### src/rtl/run_detect_pkg.sv
// Shared types and helpers for the multi-channel run-length detector.
package run_detect_pkg;

  localparam int CNT_W = 4;

  typedef struct packed {
    logic             seen;
    logic             last;
    logic [CNT_W-1:0] cnt;
  } ctx_t;

  function automatic int chw(input int n);
    return (n > 2) ? $clog2(n) : 1;
  endfunction

  function automatic int cw(input int r);
    return $clog2(r + 1);
  endfunction

  function automatic logic [CNT_W-1:0] next_cnt(input ctx_t ctx, input logic b, input int run_len);
    if (!ctx.seen || (ctx.last != b)) return CNT_W'(1);
    if (ctx.cnt >= CNT_W'(run_len)) return CNT_W'(run_len);
    return ctx.cnt + CNT_W'(1);
  endfunction

endpackage

### src/rtl/run_detect_arbiter_rr_arbiter.sv
// Round-robin arbiter: grants the first requester at or above ptr, with wrap-around.
module rr_arbiter
  import run_detect_pkg::*;
#(
  parameter  int NCH = 4,
  localparam int CHW = chw(NCH)
) (
  input  logic           clk,
  input  logic           aclr,
  input  logic           en,
  input  logic [NCH-1:0] req,
  output logic [NCH-1:0] gnt,
  output logic [CHW-1:0] idx
);

  logic [CHW-1:0] ptr;
  logic [CHW-1:0] jj;
  logic           found;
  int unsigned    j;

  always_comb begin
    gnt   = '0;
    idx   = '0;
    found = 1'b0;
    j     = 0;
    jj    = '0;
    if (aclr && en) begin
      for (int unsigned i = 0; i < NCH; i++) begin
        j  = (int'(ptr) + i) % NCH;
        jj = CHW'(j);
        if (!found && req[jj]) begin
          found   = 1'b1;
          gnt[jj] = 1'b1;
          idx     = jj;
        end
      end
    end
  end

  always_ff @(posedge clk or negedge aclr) begin
    if (!aclr) begin
      ptr <= '0;
    end else if (found) begin
      ptr <= (idx == CHW'(NCH - 1)) ? '0 : idx + CHW'(1);
    end
  end

endmodule

### src/rtl/run_detect_arbiter.sv
// Time-shared run-length detector: one update datapath serving NCH bit streams
// through round-robin arbitration and per-channel saved contexts.
module run_detect_arbiter
  import run_detect_pkg::*;
#(
  parameter  int NCH     = 4,
  parameter  int RUN_LEN = 4,
  localparam int CHW     = chw(NCH),
  localparam int CW      = cw(RUN_LEN)
) (
  input  logic           clk,
  input  logic           aclr,
  input  logic           en,
  input  logic [NCH-1:0] req,
  input  logic [NCH-1:0] w,
  input  logic [NCH-1:0] clr,
  output logic [NCH-1:0] gnt,
  output logic           out_valid,
  output logic [CHW-1:0] out_ch,
  output logic           out_z,
  output logic [CW-1:0]  out_cnt,
  output logic [NCH-1:0] z_stat
);

  ctx_t           ctx   [NCH];
  ctx_t           ctx_n [NCH];
  logic [CHW-1:0] gidx;

  rr_arbiter #(.NCH(NCH)) u_arb (
    .clk  (clk),
    .aclr (aclr),
    .en   (en),
    .req  (req),
    .gnt  (gnt),
    .idx  (gidx)
  );

  // Clear is folded in before the update so a same-cycle grant sees a fresh context.
  always_comb begin
    for (int unsigned i = 0; i < NCH; i++) begin
      ctx_n[i] = ctx[i];
      if (clr[i]) ctx_n[i] = '0;
      if (gnt[i]) begin
        ctx_n[i].cnt  = next_cnt(ctx_n[i], w[i], RUN_LEN);
        ctx_n[i].seen = 1'b1;
        ctx_n[i].last = w[i];
      end
    end
  end

  always_ff @(posedge clk or negedge aclr) begin
    if (!aclr) begin
      for (int unsigned i = 0; i < NCH; i++) ctx[i] <= '0;
      z_stat    <= '0;
      out_valid <= 1'b0;
      out_ch    <= '0;
      out_z     <= 1'b0;
      out_cnt   <= '0;
    end else begin
      for (int unsigned i = 0; i < NCH; i++) begin
        ctx[i]    <= ctx_n[i];
        z_stat[i] <= (ctx_n[i].cnt == CNT_W'(RUN_LEN));
      end
      out_valid <= |gnt;
      if (|gnt) begin
        out_ch  <= gidx;
        out_cnt <= ctx_n[gidx].cnt[CW-1:0];
        out_z   <= (ctx_n[gidx].cnt == CNT_W'(RUN_LEN));
      end
    end
  end

endmodule
### config.mk
export PLATFORM = sky130hd
export DESIGN_NAME = run_detect_arbiter
export DESIGN_NICKNAME = d
export VERILOG_FILES = /design/src/rtl/run_detect_pkg.sv /design/src/rtl/run_detect_arbiter_rr_arbiter.sv /design/src/rtl/run_detect_arbiter.sv
export SDC_FILE = /design/constraint.sdc
export NUM_CORES = 1
export LEC_CHECK = 0
export ABC_CLOCK_PERIOD_IN_PS = 3850
export BUFFER_PORTS_ARGS = -buffer_cell sky130_fd_sc_hd__buf_2
export CORE_UTILIZATION = 30
export CTS_CLUSTER_SIZE = 16
export DETAILED_ROUTE_END_ITERATION = 8
export GPL_TIMING_DRIVEN = 0
export PLACE_DENSITY = 0.56
export SLEW_MARGIN = 20
export SYNTH_ARGS = -nofsm -noshare
export SYNTH_HDL_FRONTEND = slang
export SYNTH_SLANG_ARGS = --single-unit
### constraint.sdc
create_clock -name clk -period 3.85 [get_ports clk]
set_input_delay 0.385 -clock clk [delete_from_list [all_inputs] [get_ports clk]]
set_output_delay 0.385 -clock clk [all_outputs]
set_load 0.03 [all_outputs]
==> results of run 1 <==
==> layer usage <==
metal / global-route usage, % / vias up / part of all wire (%)
li1: - / 1007 / -
met1: 18.1 / 979 / 47
met2: 23.4 / 41 / 47
met3: 2.63 / 12 / 3.5
met4: 6.25 / 0 / 2.5
met5: 0 / - / 0
==> placed cells by master (no fill, tap or decap), drive strengths merged, types with 3 or more instances in the layout <==
| cell | synthesis | routed |
|---|---|---|
| nand4 | 7 | 7 |
| nand3b | 3 | 3 |
| nor3 | 5 | 5 |
| mux2i | 10 | 10 |
| nor4 | 5 | 5 |
| dfrtp | 37 | 37 |
| and2 | 5 | 5 |
| nor2 | 14 | 14 |
| a21oi | 13 | 13 |
| nand2b | 11 | 11 |
| nor2b | 8 | 8 |
| xor2 | 3 | 3 |
| clkbuf | 3 | 7 |
| a31oi | 3 | 3 |
| nand3 | 7 | 7 |
| a31o | 3 | 3 |
| nor3b | 4 | 4 |
| mux2 | 9 | 9 |
| inv | 19 | 19 |
| nand2 | 25 | 25 |
| o21ai | 13 | 13 |
| ha | 11 | 11 |
| buf | 8 | 36 |
| a211oi | 4 | 4 |
==> registers in the layout (all words and copies together), names as in the netlist <==
signal / cells
out_z: 1
ctx: 24
out_cnt: 3
u_arb.ptr: 2
out_valid: 1
z_stat: 4
out_ch: 2
==> per-stage QoR <==
stage / cells / hold slack [ns] / setup WS (ns)
after floorplan: 263 / 0.0894 / 0.281
after global placement: 393 / 0.467 / -0.472
after detailed placement: 393 / 0.473 / -0.510
after CTS: 398 / 0.248 / 0.0495
after global routing: 398 / 0.289 / -0.00294
final: 398 / 0.200 / 0.242
==> worst max-delay path, delay by kind of cell, from the launching register on <==
family	cells	cell delay, ns
AO/OA/AOI/OAI	6	1.47
adder cells (fa/ha/maj)	1	0.42
multiplexers	1	0.38
AND/OR/NAND/NOR	2	0.15
buffers and inverters	3	0.62
flip-flops	1	0.45
==> report_power, final <==
part | total, mW | internal [mW] | switching, mW
sequential | 0.519 | 0.474 | 0.0452
clock | 0.244 | 0.119 | 0.126
combinational | 0.961 | 0.376 | 0.585
total | 1.72 | 0.969 | 0.756
==> how the worst max path moves through the flow <==
stage	startpoint	slack [ns]	to	cells after the start
4_1_cts	u_arb.ptr[0]	0.05	out_z	12
2_1_floorplan	u_arb.ptr[0]	0.28	out_z	13
3_3_place_gp	u_arb.ptr[0]	-0.47	out_z	13
6_report	u_arb.ptr[0]	0.24	out_cnt[2]	13
5_1_grt	u_arb.ptr[0]	-0.003	out_z	12
3_5_place_dp	u_arb.ptr[0]	-0.51	out_z	13
==> repair_timing <==
action | in CTS | in global routing
resized for setup | 3 | 5
hold endpoints to repair | 0 | 0
gates cloned | 0 | 0
hold buffers | 0 | 0
pin swaps | 0 | 1
setup endpoints to repair | 4 | 2
==> final cells by class <==
cell class,instances,area [um^2]
Sequential cell,37,926
Clock inverter,1,5.00
Timing Repair Buffer,28,140
Fill cell,819,4980
Buffer,10,58.8
Clock buffer,5,68.8
Multi-Input combinational cell,196,1430
Tap cell,102,128
Inverter,19,71.3
==> logic make-up after synthesis <==
family / after synthesis / share of synthesized area (%)
adders and majority gates: 11 / 5.61
AOI/OAI and AO/OA: 59 / 17.2
DFF: 37 / 37.7
muxes: 21 / 10.2
buffers and inverters: 30 / 5.40
and+or+nand+nor: 101 / 22.5
xor gates and xnor gates: 4 / 1.43
==> results.cfg, run 1 <==
[setup_path]
worstPathCellList = buf_2 > inv_1 > ha_4 > mux4_2 > a21oi_1 > nor3_1 > a311o_1 > buf_4 > o211ai_1 > a21boi_0 > a211oi_1 > a211oi_1 > nor2_1
path_max_fanout = 10
cp_slowest_stage_delay_ns = 0.45
worst_path_max_delay_cell = dfrtp_1
crit_path_frequent_cell = a211oi_1
r2r_cells = 13
path_class = flip-flop to flip-flop
cp-end-kind = flip-flop
r2r_start = u_arb.ptr[0]
crit_arrival_ns = 3.77
reg2reg_slack_ns = 0.24
cp-start-kind = flip-flop
critical_path_required_ns = 4.01
timing.rr.end = out_cnt[2]

[timing]
setup_tns_ns = 0
final-max-slew-violation-count = 0
hold_viol = 0
layout_min_cycle_time_ns = 3.61
max_freq_mhz = 277
slew_headroom_pct = 44.2
finalSetupViolations = 0
fin_crit_sh_pct = 93.7
worst_pin_slew_ns = 0.837
fin_skew_ns = 0.00430

[logic_synthesis]
synth_most_common_cell = dfrtp_1
yosys-top-cells-area = dfrtp_1 38%, ha_1 5.6%, mux2i_1 4.1%, nand2_1 3.8%, mux2_2 3.7%
synth_top_area_cell = dfrtp_1
synth-edff-count = 0
netlist_area_um2 = 2450
synthFlopType = dfrtp_1
netlist_instances = 263
syn_nets = 289
yosys.area.top_type_share_pct = 37.7
synth_area_per_cell_um2 = 9.33
synth_cell_types = 59
synthTopCellsByCount = 37 x dfrtp_1, 25 x nand2_1, 18 x inv_1
async_reset_ff_share_pct = 100
ys_seq_elements = 37
yosys_warnings = 0
ys_seq_area_share_pct = 37.7

[clocking]
clkTransAtPathRegs_ns = 0.07
cts-buffers-inserted = 5
cts_root_buf = clkbuf_8
clock_latency_ns = 0.28
cts_buffer_depth = 2
post-cts-setup-buffers = 0
cts_tree = done
ctsHtreeMaxLevel = 2
cts.sinks = 37

[layout]
n_antenna_cell = 0
nNetsFinal = 323
area_delta_synth_final_pct = 15.1
fin_area_um2 = 2830
final_util_pct = 36.2
final_layout_size_suffix_gt1_share_pct = 23.0

[global_routing]
antenna_found_initial = 0
grt_max_degree = 40
grt.total_usage_pct = 14.2
grt_pass1_wl_mm = 9.53
first_global_vias = 2022
grt_overflow_total = 0

[run]
drv_cap = 0

[routing]
routed_via_density = 5.12
finalWirelength_mm = 5.57
drt_iter0_drc = 128
vias = 2039
drc = 0
wl_per_cell_um = 14.0
drt-pass1-iter-count = 4
antenna_left = 0

[placement]
portBuffers = 28
place_hpwl_mm = 4.05
place.gp.congestion = 0.837
placed_cell_area_um2 = 2720

[floorplan]
die_y_um = 92.5
io_pins = 30
start_util_pct = 31.4
dieArea_um2 = 8550
core_um2 = 7810
rows = 32
dieWidth_um = 92.5

[power_and_ir_drop]
power.density_nw_per_um2 = 610
p_leak_nw = 1.38
total_power_mw = 1.72
vdd_ir_drop_max_uv = 291

[worst_hold_path]
holdCritPathClass = input port to async pin

[run_status]
status = finished clean
Power figures use the tool's default switching activity.
==> run 2, diff against run 1 <==
--- a/config.mk
+++ b/config.mk
@@ -10,2 +10,3 @@
 export CORE_UTILIZATION = 30
+export CTS_CLUSTER_DIAMETER = 100
 export CTS_CLUSTER_SIZE = 16
@@ -17,2 +18,3 @@
 export SYNTH_HDL_FRONTEND = slang
+export SYNTH_HIERARCHICAL = 1
 export SYNTH_SLANG_ARGS = --single-unit
==> constraint.sdc (replaced) <==
create_clock -name clk -period 3.85 [get_ports clk]
set_input_delay 0.1925 -clock clk [delete_from_list [all_inputs] [get_ports clk]]
set_output_delay 0.1925 -clock clk [all_outputs]
set_load 0.03 [all_outputs]
==> run 2 against run 1 <==
  * The run now ends with hold timing left
  * Routed wire length shrank 12%
  * Critical path depth grew 1
  * Sequential power is essentially flat
  * Register-to-register slack lost 0.03 ns
  * Critical endpoint is now out_z
==> results.cfg, run 2 <==
[logic_synthesis]
synth_cell_types = 43
synth-edff-count = 0
yosys-top-cells-area = dfrtp_1 41%, mux4_2 7.0%, ha_1 6.7%, o21ai_0 3.6%, nand2_1 3.3%
ys_seq_elements = 37
netlist_area_um2 = 2250
syn_nets = 243
synth_top_area_cell = dfrtp_1
yosys.area.top_type_share_pct = 41.2
netlist_instances = 216
synthTopCellsByCount = 37 x dfrtp_1, 20 x nand2_1, 19 x inv_1
synth_most_common_cell = dfrtp_1
async_reset_ff_share_pct = 100
synth_area_per_cell_um2 = 10.4
yosys_warnings = 6
synthFlopType = dfrtp_1
ys_seq_area_share_pct = 41.2

[timing]
fin_skew_ns = 0.00609
fin_crit_sh_pct = 94.4
worst_pin_slew_ns = 0.817
worst_slack_ns = 0.216
setup_tns_ns = 0
layout_min_cycle_time_ns = 3.63
finalSetupViolations = 0
max_freq_mhz = 275
rsz0062_at_grt = false
hold_viol = 37
final-max-slew-violation-count = 0
slew_headroom_pct = 45.5
whs_ns = -0.00704

[power_and_ir_drop]
power.density_nw_per_um2 = 571
vdd_ir_drop_max_uv = 159
total_power_mw = 1.52
p_leak_nw = 1.32

[routing]
drt-pass1-iter-count = 4
wl_per_cell_um = 13.9
antenna_left = 0
finalWirelength_mm = 4.92
vias = 1789
drc = 0
routed_via_density = 5.07
drt_iter0_drc = 73

[layout]
layout_commonest_cell = dfrtp_1
n_antenna_cell = 0
nNetsFinal = 280
final-instance-count-excl-fill = 353
final_util_pct = 36.8
fin_area_um2 = 2670
mostFrequentLayoutCells = 36 x dfrtp_1, 27 x buf_2, 20 x nand2_1
nFillCells = 732
top_register = ctx
area_delta_synth_final_pct = 19.0
largest_registers = ctx: 24 flops, z_stat: 4 flops, out_cnt: 3 flops
largest_reg_flops = 24
final_layout_size_suffix_gt1_share_pct = 26.8

[global_routing]
grt_max_degree = 39
grt.total_usage_pct = 13.6
grt_overflow_total = 0
first_global_vias = 1638
grt_pass1_wl_mm = 8.08
antenna_found_initial = 0

[setup_path]
r2r_start = u_arb/ptr[0]
startpoint = u_arb/ptr[0]
path_class = flip-flop to flip-flop
worst_path_max_delay_cell = mux4_2
cp-start-kind = flip-flop
cp_slowest_stage_delay_ns = 0.49
worstPathCellList = buf_6 > clkbuf_4 > inv_2 > ha_4 > nand3b_1 > o41ai_4 > buf_4 > o21ai_0 > a21oi_2 > clkbuf_4 > o21ai_0 > a221o_1 > mux4_2 > o31ai_2
crit_end = out_z
cp-end-kind = flip-flop
worst-path-buf-inv = 5
path_max_fanout = 10
timing.rr.end = out_z
worstSetupPathDepth = 14
reg2reg_slack_ns = 0.22
critical_path_required_ns = 4.06
crit_arrival_ns = 3.84
r2r_cells = 14
crit_family = compound AO/OA/AOI/OAI gates

[floorplan]
dieWidth_um = 88.5
core_um2 = 7250
dieArea_um2 = 7840
io_pins = 30
rows = 31
start_util_pct = 31.0
die_y_um = 88.5

[placement]
place.gp.congestion = 0.811
placed_cell_area_um2 = 2510
pre_cts_ws_ns = -0.442
portBuffers = 26
dp_cells = 341
place_hpwl_mm = 3.60

[worst_hold_path]
holdCritPathClass = input port to async pin

[run]
drv_cap = 0

[clocking]
cts.sinks = 37
cts-buffers-inserted = 5
cts_buffer_depth = 2
cts_root_buf = clkbuf_8
clock_latency_ns = 0.29
clkTransAtPathRegs_ns = 0.07
cts_tree = done
ctsHtreeMaxLevel = 2

[run_status]
status = finished, violations left
violations = hold timing
[run 2: cell count changes after synthesis, moves of 5 or more]
cell / delta
nand2_1: -5
nor2_1: -7
mux2i_1: -6
nand4_1: -7
mux2_2: -5
mux4_2: +5
nand3_1: -7
nand2b_1: -11
a22o_1: +6
[run 2: timing repair]
action	4_1_cts	5_1_grt
pin swaps	1	3
setup buffers	2	2
gates resized for setup	6	7
setup endpoints to repair	7	6
hold buffers	0	0
[run 2: how the worst min path moves through the flow]
stage,slack (ns),cells past startpoint,start,to
floorplan,-0.10,0,aclr,ctx[0]
global route,0.06,1,aclr,ctx[10]
global placement,0.34,1,aclr,ctx[10]
finish,-0.007,1,aclr,ctx[10]
CTS,0.03,1,aclr,out_cnt[0]
detailed placement,0.34,1,aclr,ctx[10]
[run 2: layer usage]
layer  track usage, %  vias up  share of wire, %
met3             2.43        7               3.2
met4             6.60        0               1.9
met1             18.0      881                47
li1                 -      868                 -
met5                0        -                 0
met2             21.7       33                48
[run 2: cell families after synthesis]
family / Yosys count / synth area share, %
compound gates: 59 / 18.7
fa+ha+maj: 12 / 6.69
mux: 14 / 10.3
xor+xnor: 5 / 1.95
simple gates: 61 / 15.7
buf+inv: 28 / 5.46
flops: 37 / 41.2
[run 2: power by group]
| part | total [mW] | internal [mW] | switching, mW |
|---|---|---|---|
| sequential | 0.516 | 0.457 | 0.0598 |
| clock | 0.262 | 0.125 | 0.137 |
| combinational | 0.746 | 0.340 | 0.406 |
[run 2: layout make-up]
class,count,area [um^2],area share (%)
plain buffers,9,63.8,2.39
clock buffers,6,72.6,2.72
clock inverters,2,10.0,0.375
inverters,19,71.3,2.67
multi-input cells,151,1240,46.5
flip-flops and latches,37,927,34.7
well taps,99,124,4.63
repair buffers,30,160,5.99
[run 2: worst reg2reg max path: stages, from the launching register on]
cell and delay (ns):
dfrtp_2 0.45, buf_6 0.14, clkbuf_4 0.18, inv_2 0.15, ha_4 0.24, nand3b_1 0.20
o41ai_4 0.29, buf_4 0.19, o21ai_0 0.10, a21oi_2 0.19, clkbuf_4 0.23, o21ai_0 0.12
a221o_1 0.36, mux4_2 0.50, o31ai_2 0.22
